### config.mk
export PLATFORM = sky130hd
export DESIGN_NAME = branch_resolve_unit
export DESIGN_NICKNAME = d
export VERILOG_FILES = /design/src/rtl/branch_resolve_unit.sv
export SDC_FILE = /design/constraint.sdc
export NUM_CORES = 1
export LEC_CHECK = 0
export BUFFER_PORTS_ARGS = -buffer_cell sky130_fd_sc_hd__buf_2
export CAP_MARGIN = 20
export CELL_PAD_IN_SITES_DETAIL_PLACEMENT = 1
export CELL_PAD_IN_SITES_GLOBAL_PLACEMENT = 1
export CORE_ASPECT_RATIO = 0.6
export CORE_MARGIN = 2
export CORE_UTILIZATION = 41
export DETAILED_ROUTE_END_ITERATION = 6
export PLACE_DENSITY = 0.92
export SLEW_MARGIN = 10
export SYNTH_ARGS = -nofsm -noshare
export SYNTH_HDL_FRONTEND = slang
export SYNTH_SLANG_ARGS = --single-unit
### constraint.sdc
create_clock -name i_clk -period 5.2 [get_ports i_clk]
set_clock_uncertainty 0.15 [all_clocks]
set_input_delay 0.26 -clock i_clk [delete_from_list [all_inputs] [get_ports i_clk]]
set_output_delay 0.26 -clock i_clk [all_outputs]
set_load 0.005 [all_outputs]
### src/rtl/branch_resolve_unit.sv
// Execute-stage branch resolver: turns ALU flags and funct3 into a registered
// redirect, holds the front end in flush for a fixed number of unstalled
// cycles, and keeps saturating branch/taken counters.
module branch_resolve_unit #(
  parameter int FLUSH_CYCLES = 2,
  parameter int CNT_WIDTH    = 32
) (
  input  logic                 i_clk,
  input  logic                 i_rst_n,
  input  logic                 i_ex_valid,
  input  logic                 i_stall,
  input  logic                 i_branch,
  input  logic                 i_jump,
  input  logic                 i_jalr,
  input  logic [2:0]           i_funct3,
  input  logic                 i_zero_flag,
  input  logic                 i_sign_flag,
  input  logic                 i_sltu_flag,
  input  logic [31:0]          i_pc,
  input  logic [31:0]          i_imm,
  input  logic [31:0]          i_jalr_base,
  input  logic                 i_cnt_clr,
  output logic                 o_pc_sel,
  output logic [31:0]          o_target_pc,
  output logic                 o_flush,
  output logic                 o_illegal_br,
  output logic [CNT_WIDTH-1:0] o_branch_count,
  output logic [CNT_WIDTH-1:0] o_taken_count
);

  localparam int CW = (FLUSH_CYCLES < 2) ? 1 : $clog2(FLUSH_CYCLES + 1);
  localparam logic [CW-1:0]        FLUSH_INIT = CW'(FLUSH_CYCLES);
  localparam logic [CW-1:0]        FLUSH_ONE  = CW'(1);
  localparam logic [CNT_WIDTH-1:0] CNT_ONE    = CNT_WIDTH'(1);

  typedef enum logic {
    S_IDLE,
    S_FLUSHING
  } state_t;

  state_t         r_state;
  state_t         w_state_nxt;
  logic [CW-1:0]  r_cnt;
  logic [CW-1:0]  w_cnt_nxt;

  logic                 r_pc_sel;
  logic [31:0]          r_target_pc;
  logic                 r_illegal_br;
  logic [CNT_WIDTH-1:0] r_branch_count;
  logic [CNT_WIDTH-1:0] r_taken_count;

  logic        w_resolve;
  logic        w_illegal_f3;
  logic        w_cond;
  logic        w_cond_branch;
  logic        w_legal_br;
  logic        w_taken;
  logic [31:0] w_target;

  // The sign flag is only a debug tap; the compare results come from zero/sltu.
  logic w_unused_sign;
  assign w_unused_sign = i_sign_flag;

  assign w_resolve     = (r_state == S_IDLE) & i_ex_valid & ~i_stall & (i_branch | i_jump);
  assign w_illegal_f3  = (i_funct3[2:1] == 2'b01);
  assign w_cond_branch = w_resolve & i_branch & ~i_jump;
  assign w_legal_br    = w_cond_branch & ~w_illegal_f3;
  assign w_taken       = w_resolve & (i_jump | (i_branch & ~w_illegal_f3 & w_cond));
  assign w_target      = (i_jump & i_jalr) ? (i_jalr_base & ~32'h1) : (i_pc + i_imm);

  // Branch condition decode: BLT/BGE reuse the SLT result via the zero flag.
  always_comb begin
    w_cond = 1'b0;
    case (i_funct3)
      3'b000:  w_cond = i_zero_flag;
      3'b001:  w_cond = ~i_zero_flag;
      3'b100:  w_cond = ~i_zero_flag;
      3'b101:  w_cond = i_zero_flag;
      3'b110:  w_cond = i_sltu_flag;
      3'b111:  w_cond = ~i_sltu_flag;
      default: w_cond = 1'b0;
    endcase
  end

  // Flush FSM next state: count down unstalled cycles, freeze while stalled.
  always_comb begin
    w_state_nxt = r_state;
    w_cnt_nxt   = r_cnt;
    case (r_state)
      S_IDLE: begin
        if (w_taken) begin
          w_state_nxt = S_FLUSHING;
          w_cnt_nxt   = FLUSH_INIT;
        end
      end
      S_FLUSHING: begin
        if (!i_stall) begin
          if (r_cnt <= FLUSH_ONE) begin
            w_state_nxt = S_IDLE;
            w_cnt_nxt   = '0;
          end else begin
            w_cnt_nxt = r_cnt - FLUSH_ONE;
          end
        end
      end
      default: begin
        w_state_nxt = S_IDLE;
        w_cnt_nxt   = '0;
      end
    endcase
  end

  // Flush FSM state register.
  always_ff @(posedge i_clk or negedge i_rst_n) begin
    if (!i_rst_n) begin
      r_state <= S_IDLE;
      r_cnt   <= '0;
    end else begin
      r_state <= w_state_nxt;
      r_cnt   <= w_cnt_nxt;
    end
  end

  // Redirect pulse, held target address and illegal-funct3 pulse.
  always_ff @(posedge i_clk or negedge i_rst_n) begin
    if (!i_rst_n) begin
      r_pc_sel     <= 1'b0;
      r_target_pc  <= '0;
      r_illegal_br <= 1'b0;
    end else begin
      r_pc_sel     <= w_taken;
      r_illegal_br <= w_cond_branch & w_illegal_f3;
      if (w_taken) begin
        r_target_pc <= w_target;
      end
    end
  end

  // Saturating performance counters; a clear beats a same-cycle increment.
  always_ff @(posedge i_clk or negedge i_rst_n) begin
    if (!i_rst_n) begin
      r_branch_count <= '0;
      r_taken_count  <= '0;
    end else if (i_cnt_clr) begin
      r_branch_count <= '0;
      r_taken_count  <= '0;
    end else begin
      if (w_legal_br && !(&r_branch_count)) begin
        r_branch_count <= r_branch_count + CNT_ONE;
      end
      if (w_legal_br && w_taken && !(&r_taken_count)) begin
        r_taken_count <= r_taken_count + CNT_ONE;
      end
    end
  end

  assign o_pc_sel       = r_pc_sel;
  assign o_target_pc    = r_target_pc;
  assign o_flush        = (r_state == S_FLUSHING);
  assign o_illegal_br   = r_illegal_br;
  assign o_branch_count = r_branch_count;
  assign o_taken_count  = r_taken_count;

endmodule

==> run summary, run 1 <==
result of the run = finished clean
antenna cell count = 0
Overflow after GRT = 0
period utilisation layout = 62.7%
clock-pin slew on the worst setup and hold paths = 0.08 ns
cell area after technology mapping = 0.00648 sq mm
setup repair after global routing missed its margin = false
via count of the first global-routing pass = 6492
maximum resistive drop on vdd = 0.000200 V
Post-synth EDFFs = 0
# setup viols final = 0
max-cap check violation count = 0
cell area reported after detailed placement = 0.00768 sq mm
leading post-synthesis cells by cell area = sky130_fd_sc_hd__dfrtp_1 39%, sky130_fd_sc_hd__xor2_1 7.3%, sky130_fd_sc_hd__ha_1 6.4%
final sum of negative setup slack = 0 ns
post-detailed-route DRC marker count = 0
maximum cell stage delay along the critical path = 0.45 ns
total power divided by cell area = 302 mW/mm^2
kind of critical path = in -> reg
effective utilization at floorplan = 42.1%
Detailed Route Iter0 Violations = 384
slew at the pin closest to its max-slew limit = 0.741 ns
global-route wire length before repair = 34.4 mm
CP Buf/Inv Count = 1
most common library cell in the layout ignoring fill and taps = sky130_fd_sc_hd__buf_2
final hold violation count = 0
static leakage = 3.98 nW
cell seen most often among critical-path stages = sky130_fd_sc_hd__o21ai_0
number of sinks on the clock net = 101
DRT Wirelength = 21.5 mm
number of placed instances with taps included = 1136
pins over their slew limit = 0
Layout Cells excl Fill = 1154
area growth from synthesis to final layout = 24.0%
synthesized area per cell = 8.57 sq um
Clk Latency, worst-skew pair = 0.34 ns
maximum net fanout on the critical path = 5
path category of the worst min-delay check = in -> reg
Final GP Congestion = 0.913
combinational power share = 27.5%
share of layout cells above drive strength 1 = 25.4%
NetSw = 795 uW
die boundary height = 101 um
CP top delay family = compound AO/OA/AOI/OAI gates
initial antenna violation count = 0
io pins = 209
x dimension of the die = 166 um
post-layout minimum cycle time = 3.26 ns
PnR worst setup slack = 1.94 ns
Slew headroom = 50.6%
overall die area = 0.0169 sq mm
top achievable clock speed = 307 MHz
Std-Cell Core Area = 0.0154 sq mm
switching share of total power = 32.8%
CTS tree = built
number of buffers added by the clock tree synthesis step = 9
Clock Tree Root = sky130_fd_sc_hd__clkbuf_16
length of the first detailed-routing pass in iterations = 5
synthesis warning total = 0
maximum number of buffers from clock root to sink = 2
Routed Antenna Nets = 0
sequential share of power = 41.2%
dominant synthesized flop cell = sky130_fd_sc_hd__dfrtp_1
Clock H-tree levels = 3
most frequent cells in the layout = 205 x sky130_fd_sc_hd__buf_2, 106 x sky130_fd_sc_hd__nor2_1, 101 x sky130_fd_sc_hd__dfrtp_1
nature of the critical path endpoint = flip-flop
Synth Register Bits = 101
number of fillers in the final layout = 1934
maximum number of pins on one net before global-route repair = 65
overall via count from detail_route = 6386
data arrival time of the worst path = 3.31 ns
total number of placement rows = 35
DP Worst Slack = 1.64 ns
overall global routing resource usage = 25.3%
nature of the critical path startpoint = input port
fin nets = 1090
critical path cell sequence = buf_2 > ha_1 > fa_1 > a211oi_1 > o21ai_0 > a32oi_1 > and2_0 > o21ai_0 > a21oi_1 > o21ai_0 > xnor2_1 > o221ai_1
startpoint of the worst setup timing path = i_pc[0]
number of I/O port buffers = 206
count of different cell masters after synthesis = 58
number of nets produced by synthesis = 901
detail-routed via count per cell = 5.53
# Post-CTS Setup Buffers = 0
average routed wire per standard cell = 18.6 um
Critical Path Slowest Stage Cell = sky130_fd_sc_hd__fa_1
Post-synth ARST share = 100%
P_int = 1.63 mW
share of synthesized area occupied by flip-flops and latches = 39.0%
Data required, critical path = 5.25 ns
worst hold path startpoint = i_jalr_base[20]
power share of the clock group = 31.3%
Synth area leader = sky130_fd_sc_hd__dfrtp_1
HPWL after detailed placement = 16.4 mm
reg-to-reg critical path startpoint = o_flush$_DFF_PN0_
share of Yosys cell area claimed by the top area cell type = 39.0%
synthesized netlist cell count = 757
Post-Layout Inst Area = 0.00804 sq mm
final cell utilization of the core = 52.2%
kinds of logic (layout without fill, tap and decap cells):
group                      Yosys count  after routing  share of synthesized area [%]
buffers and inverters               41            235                           2.39
xor gates and xnor gates            83             83                           11.4
and+or+nand+nor                    329            329                           24.7
AOI/OAI and AO/OA                  164            164                           15.1
adders and majority gates           34             34                           6.68
DFF                                101            101                           39.0
muxes                                5              5                          0.772
through the flow:
stage               power (mW)  hold WS, ns
floorplan                 1.35       -0.186
global placement          1.63        0.206
detailed placement        1.68        0.221
CTS                       2.44      0.00753
global route              2.56       0.0297
finish                    2.43       0.0194
area by class of cell:
cell class | count | area, sq um | area share, %
clock inverter | 7 | 104 | 1.29
sequential | 101 | 2530 | 31.4
multi-input combinational | 615 | 3810 | 47.4
inverter | 8 | 30.0 | 0.373
timing repair buffer | 211 | 1090 | 13.5
clock buffer | 9 | 225 | 2.80
tap | 203 | 254 | 3.16
state kept, by name (all words and copies together), names as in the netlist:
signal          count
o_illegal_br        1
r_cnt               2
o_pc_sel            1
o_target_pc        32
o_taken_count      32
o_flush             1
o_branch_count     32
worst min-delay path, cell delays in order:
cell	delay, ns
sky130_fd_sc_hd__buf_2	0.10
sky130_fd_sc_hd__nand2_1	0.05
sky130_fd_sc_hd__a31oi_1	0.07
cells in the mapped netlist, drive strengths merged (13+ instances only):
cell type and number:
nand3 37, nor3 18, nand2 90, a21o 13
xnor2 28, nor2 107, dfrtp 101, o21ai 49
xor2 54, ha 33, a21oi 61, nand4 24
clkbuf 30
worst paths after layout:
path / depth (start not counted) / slack, ns / to
min in group asynchronous: 2 / 0.38 / o_taken_count[24]$_DFFE_PN0P_
max reg2reg: 9 / 1.99 / o_taken_count[16]$_DFFE_PN0P_
max: 12 / 1.94 / o_target_pc[30]$_DFFE_PN0P_
min: 3 / 0.02 / o_target_pc[20]$_DFFE_PN0P_
min reg2reg: 2 / 0.33 / o_target_pc[0]$_DFFE_PN0P_
max in group asynchronous: 3 / 3.37 / o_target_pc[23]$_DFFE_PN0P_
per-layer routing:
layer | vias up | share of wire [%] | GRT usage, %
li1 | 3028 | - | -
met5 | - | 0 | 0
met1 | 3137 | 48 | 36.2
met4 | 0 | 1.2 | 4.58
met3 | 18 | 6.7 | 5.28
met2 | 203 | 45 | 40.5
timing repair:
action                                 4_1_cts  5_1_grt
gates resized for setup                      0        0
setup endpoints to repair                    0        0
endpoints found under the hold margin       52        0
hold buffers                                 1        0
power by group through the flow:
stage	Sequential, mW	Clock [mW]	Combinational (mW)
final	0.999	0.760	0.668
after global routing	1.02	0.806	0.740
after CTS	0.999	0.779	0.667
after detailed placement	1.01	0	0.664
after global placement	1.00	0	0.629
after floorplan	1.01	0	0.333
Power figures use the tool's default switching activity.
==> run 2: changes to the inputs <==
--- a/config.mk
+++ b/config.mk
@@ -5,15 +5,16 @@
 export SDC_FILE = /design/constraint.sdc
 export NUM_CORES = 1
 export LEC_CHECK = 0
+export ABC_AREA = 1
 export BUFFER_PORTS_ARGS = -buffer_cell sky130_fd_sc_hd__buf_2
 export CAP_MARGIN = 20
 export CELL_PAD_IN_SITES_DETAIL_PLACEMENT = 1
 export CELL_PAD_IN_SITES_GLOBAL_PLACEMENT = 1
 export CORE_ASPECT_RATIO = 0.6
 export CORE_MARGIN = 2
-export CORE_UTILIZATION = 41
+export CORE_UTILIZATION = 37
 export DETAILED_ROUTE_END_ITERATION = 6
-export PLACE_DENSITY = 0.92
+export PLACE_DENSITY = 0.87
 export SLEW_MARGIN = 10
 export SYNTH_ARGS = -nofsm -noshare
 export SYNTH_HDL_FRONTEND = slang
==> constraint.sdc (replaced) <==
create_clock -name i_clk -period 3.1 [get_ports i_clk]
set_clock_uncertainty 0.15 [all_clocks]
set_input_delay 0.155 -clock i_clk [delete_from_list [all_inputs] [get_ports i_clk]]
set_output_delay 0.155 -clock i_clk [all_outputs]
set_load 0.005 [all_outputs]
==> run summary, run 2 <==
area of the multi-input gates = 0.00502 sq mm (was 0.00381 sq mm)
Slew headroom = 52.9% (was 50.6%)
overall via count from detail_route = 9944 (was 6386)
Data required, critical path = 3.19 ns (was 5.25 ns)
PostCTS Resize Cnt = 0 (unchanged)
slew at the pin closest to its max-slew limit = 0.707 ns (was 0.741 ns)
leading post-synthesis cells by cell area = sky130_fd_sc_hd__dfrtp_1 30%, sky130_fd_sc_hd__nand2_1 23%, sky130_fd_sc_hd__nor2_1 8.3% (was sky130_fd_sc_hd__dfrtp_1 39%, sky130_fd_sc_hd__xor2_1 7.3%, sky130_fd_sc_hd__ha_1 6.4%)
data arrival time of the worst path = 2.78 ns (was 3.31 ns)
critical register-to-register path endpoint = o_taken_count[21]$_DFFE_PN0P_ (was o_taken_count[16]$_DFFE_PN0P_)
pins over their slew limit = 0 (unchanged)
post-layout minimum cycle time = 2.68 ns
via count of the first global-routing pass = 10000 (was 6492)
P_int = 2.67 mW (was 1.63 mW)
antenna cell count = 0 (unchanged)
Worst Reg2Reg Path Length in Cells = 10 (was 9)
sequential share of power = 40.3% (was 41.2%)
fin nets = 1756 (was 1090)
Synth area leader = sky130_fd_sc_hd__dfrtp_1 (unchanged)
Final Power = 4.12 mW (was 2.43 mW)
maximum number of pins on one net before global-route repair = 58 (was 65)
wire length the detailed router placed on met1 = 16.1 mm (was 10.2 mm)
global-route wire length before repair = 52.6 mm (was 34.4 mm)
number of I/O port buffers = 206 (unchanged)
Clk Latency, worst-skew pair = 0.36 ns (was 0.34 ns)
cell area reported after detailed placement = 0.00973 sq mm (was 0.00768 sq mm)
period utilisation layout = 86.6%
final sum of negative setup slack = 0 ns (unchanged)
maximum net fanout on the critical path = 32 (was 5)
share of synthesized area occupied by flip-flops and latches = 30.2% (was 39.0%)
most frequent cells in the layout = 514 x sky130_fd_sc_hd__nand2_1, 205 x sky130_fd_sc_hd__buf_2, 185 x sky130_fd_sc_hd__nor2_1 (was 205 x sky130_fd_sc_hd__buf_2, 106 x sky130_fd_sc_hd__nor2_1, 101 x sky130_fd_sc_hd__dfrtp_1)
kind of critical path = reg -> reg (was in -> reg)
total length of routed met3 wires = 2.13 mm (was 1.44 mm)
Layout Cells excl Fill = 1925 (was 1154)
initial antenna violation count = 0 (unchanged)
multiplexer share of the synthesized area = 0% (was 0.772%)
sequential standard cell area = 0.00253 sq mm (unchanged)
path category of the worst min-delay check = in -> reg (unchanged)
total power divided by cell area = 398 mW/mm^2 (was 302 mW/mm^2)
top routing layer in use = met4 (unchanged)
number of nets produced by synthesis = 1529 (was 901)
share of the synthesized netlist area taken by xor and xnor gates = 3.77% (was 11.4%)
Detailed Route Iter0 Violations = 561 (was 384)
Post-synth ARST share = 100% (unchanged)
Post-Layout Inst Area = 0.0103 sq mm (was 0.00804 sq mm)
total number of placement rows = 42 (was 35)
area growth from synthesis to final layout = 23.6% (was 24.0%)
Overflow after GRT = 0 (unchanged)
nature of the critical path startpoint = flip-flop (was input port)
Post-synth EDFFs = 0 (unchanged)
HPWL after detailed placement = 25.1 mm (was 16.4 mm)
most common library cells after synthesis = 515 x sky130_fd_sc_hd__nand2_1, 185 x sky130_fd_sc_hd__nor2_1, 174 x sky130_fd_sc_hd__inv_1, 108 x sky130_fd_sc_hd__nand3_1, 101 x sky130_fd_sc_hd__dfrtp_1 (was 106 x sky130_fd_sc_hd__nor2_1, 101 x sky130_fd_sc_hd__dfrtp_1, 90 x sky130_fd_sc_hd__nand2_1, 61 x sky130_fd_sc_hd__a21oi_1, 54 x sky130_fd_sc_hd__xor2_1)
worst hold slack after final layout = 0.0189 ns (was 0.0194 ns)
die boundary height = 121 um (was 101 um)
Synth Register Bits = 101 (unchanged)
largest family of logic cells by synthesized area = simple AND/OR/NAND/NOR gates (unchanged)
capture endpoint of the worst hold path = o_target_pc[2]$_DFFE_PN0P_ (was o_target_pc[20]$_DFFE_PN0P_)
share of layout cells above drive strength 1 = 15.5% (was 25.4%)
combinational power share = 30.4% (was 27.5%)
number of placed instances with taps included = 1876 (was 1136)
compound-gate portion of the synthesized area = 6.68% (was 15.1%)
length of the first detailed-routing pass in iterations = 5 (unchanged)
Clock Tree Root = sky130_fd_sc_hd__clkbuf_16 (unchanged)
NetSw = 1.45 mW (was 795 uW)
detail-routed via count per cell = 5.17 (was 5.53)
power share of the clock group = 29.2% (was 31.3%)
synthesis warning total = 0 (unchanged)
overall global routing resource usage = 27.9% (was 25.3%)
number of buffers added by the clock tree synthesis step = 9 (unchanged)
maximum number of buffers from clock root to sink = 2 (unchanged)
static leakage = 5.66 nW (was 3.98 nW)
switching share of total power = 35.2% (was 32.8%)
setup repair after global routing missed its margin = false (unchanged)
top-count cell post-synth = sky130_fd_sc_hd__nand2_1 (was sky130_fd_sc_hd__nor2_1)
Cells on Worst Hold Path = 3 (unchanged)
most common library cell in the layout ignoring fill and taps = sky130_fd_sc_hd__nand2_1 (was sky130_fd_sc_hd__buf_2)
internal reg-to-reg setup slack = 0.42 ns (was 1.99 ns)
max-cap check violation count = 0 (unchanged)
cell area after technology mapping = 0.00837 sq mm (was 0.00648 sq mm)
result of the run = finished clean (unchanged)
worst hold path startpoint = i_jalr_base[2] (was i_jalr_base[20])
share of Yosys cell area claimed by the top area cell type = 30.2% (was 39.0%)
synthesized netlist cell count = 1385 (was 757)
effective utilization at floorplan = 37.8% (was 42.1%)
# Post-CTS Setup Buffers = 0 (unchanged)
average routed wire per standard cell = 17.0 um (was 18.6 um)
amount of wire on met2 after detailed routing = 13.8 mm (was 9.55 mm)
x dimension of the die = 198 um (was 166 um)
overall die area = 0.0239 sq mm (was 0.0169 sq mm)
io pins = 209 (unchanged)
Routed Antenna Nets = 0 (unchanged)
nature of the critical path endpoint = flip-flop (unchanged)
number of sinks on the clock net = 101 (unchanged)
Simple-Gate Fraction of Synth Area = 44.3% (was 24.7%)
adder-cell share of the synthesized area = 5.17% (was 6.68%)
Clock H-tree levels = 3 (unchanged)
final hold violation count = 0 (unchanged)
count of different cell masters after synthesis = 37 (was 58)
CTS tree = built (unchanged)
DRT Wirelength = 32.6 mm (was 21.5 mm)
post-detailed-route DRC marker count = 0 (unchanged)
top achievable clock speed = 373 MHz
dominant synthesized flop cell = sky130_fd_sc_hd__dfrtp_1 (unchanged)
clock-pin slew on the worst setup and hold paths = 0.07 ns (was 0.08 ns)
Std-Cell Core Area = 0.0221 sq mm (was 0.0154 sq mm)
maximum resistive drop on vdd = 0.000278 V (was 0.000200 V)
number of fillers in the final layout = 3107 (was 1934)
synthesized area per cell = 6.04 sq um (was 8.57 sq um)
reg-to-reg critical path startpoint = o_taken_count[0]$_DFFE_PN0P_ (was o_flush$_DFF_PN0_)
# setup viols final = 0 (unchanged)
Final GP Congestion = 0.934 (was 0.913)
==> run 2: cells by family after synthesis <==
family / count (synthesis)
DFF: 101
AOI/OAI and AO/OA: 107
xor gates and xnor gates: 36
adders and majority gates: 34
and+or+nand+nor: 894
buffers and inverters: 213
==> run 2: cell type report <==
type                       instances  area share (%)
clock buffer                      12            2.38
tap                              308            3.72
sequential                       101            24.4
clock inverter                     4           0.459
multi-input combinational       1071            48.5
inverter                         180            6.53
timing repair buffer             249            14.0
==> run 2: layer usage <==
metal	vias up	GRT usage, %
li1	4805	-
met1	4816	40.5
met2	280	43.0
met3	43	5.22
met4	0	6.34
met5	-	0
==> run 2: worst max-delay path by stage <==
stage                                  from                       endpoint  slack (ns)
2_1_floorplan  o_taken_count[0]$_DFFE_PN0P_   o_taken_count[7]$_DFFE_PN0P_        1.12
3_3_place_gp   o_taken_count[0]$_DFFE_PN0P_  o_taken_count[21]$_DFFE_PN0P_        0.55
3_5_place_dp   o_taken_count[0]$_DFFE_PN0P_  o_taken_count[21]$_DFFE_PN0P_        0.47
4_1_cts        o_taken_count[0]$_DFFE_PN0P_  o_taken_count[21]$_DFFE_PN0P_        0.45
5_1_grt        o_taken_count[0]$_DFFE_PN0P_  o_taken_count[27]$_DFFE_PN0P_        0.21
6_report       o_taken_count[0]$_DFFE_PN0P_  o_taken_count[21]$_DFFE_PN0P_        0.42
==> run 2: critical path, cell delays in order (launching register included) <==
cell	delay [ns]
sky130_fd_sc_hd__dfrtp_1	0.43
sky130_fd_sc_hd__ha_1	0.35
sky130_fd_sc_hd__nand2_1	0.14
sky130_fd_sc_hd__nor2_1	0.25
sky130_fd_sc_hd__nand2_1	0.16
sky130_fd_sc_hd__nor2_1	0.18
sky130_fd_sc_hd__nand2_1	0.12
sky130_fd_sc_hd__nand4_2	0.13
sky130_fd_sc_hd__nand2_2	0.37
sky130_fd_sc_hd__nand2_1	0.20
sky130_fd_sc_hd__nand2_1	0.07
==> run 2: power groups by stage <==
stage / logic, mW / clock network, mW / registers (mW)
after floorplan: 0.630 / 0 / 1.68
after global placement: 1.15 / 0 / 1.67
after detailed placement: 1.20 / 0 / 1.68
after CTS: 1.23 / 1.23 / 1.66
after global routing: 1.40 / 1.29 / 1.68
final: 1.25 / 1.20 / 1.66
==> run 2: metrics by stage <==
| step | util [%] | setup WS [ns] |
|---|---|---|
| 6_report | 46.8 | 0.416 |
| 5_1_grt | 46.8 | 0.209 |
| 4_1_cts | 46.8 | 0.449 |
| 3_5_place_dp | 44.0 | 0.471 |
| 3_3_place_gp | 44.0 | 0.553 |
| 2_1_floorplan | - | 1.12 |
==> run 2: repair_timing <==
| item | CTS | global route |
|---|---|---|
| hold endpoints to repair | 75 | 0 |
| hold buffers | 33 | 0 |
| endpoints found under the setup margin | 0 | 0 |
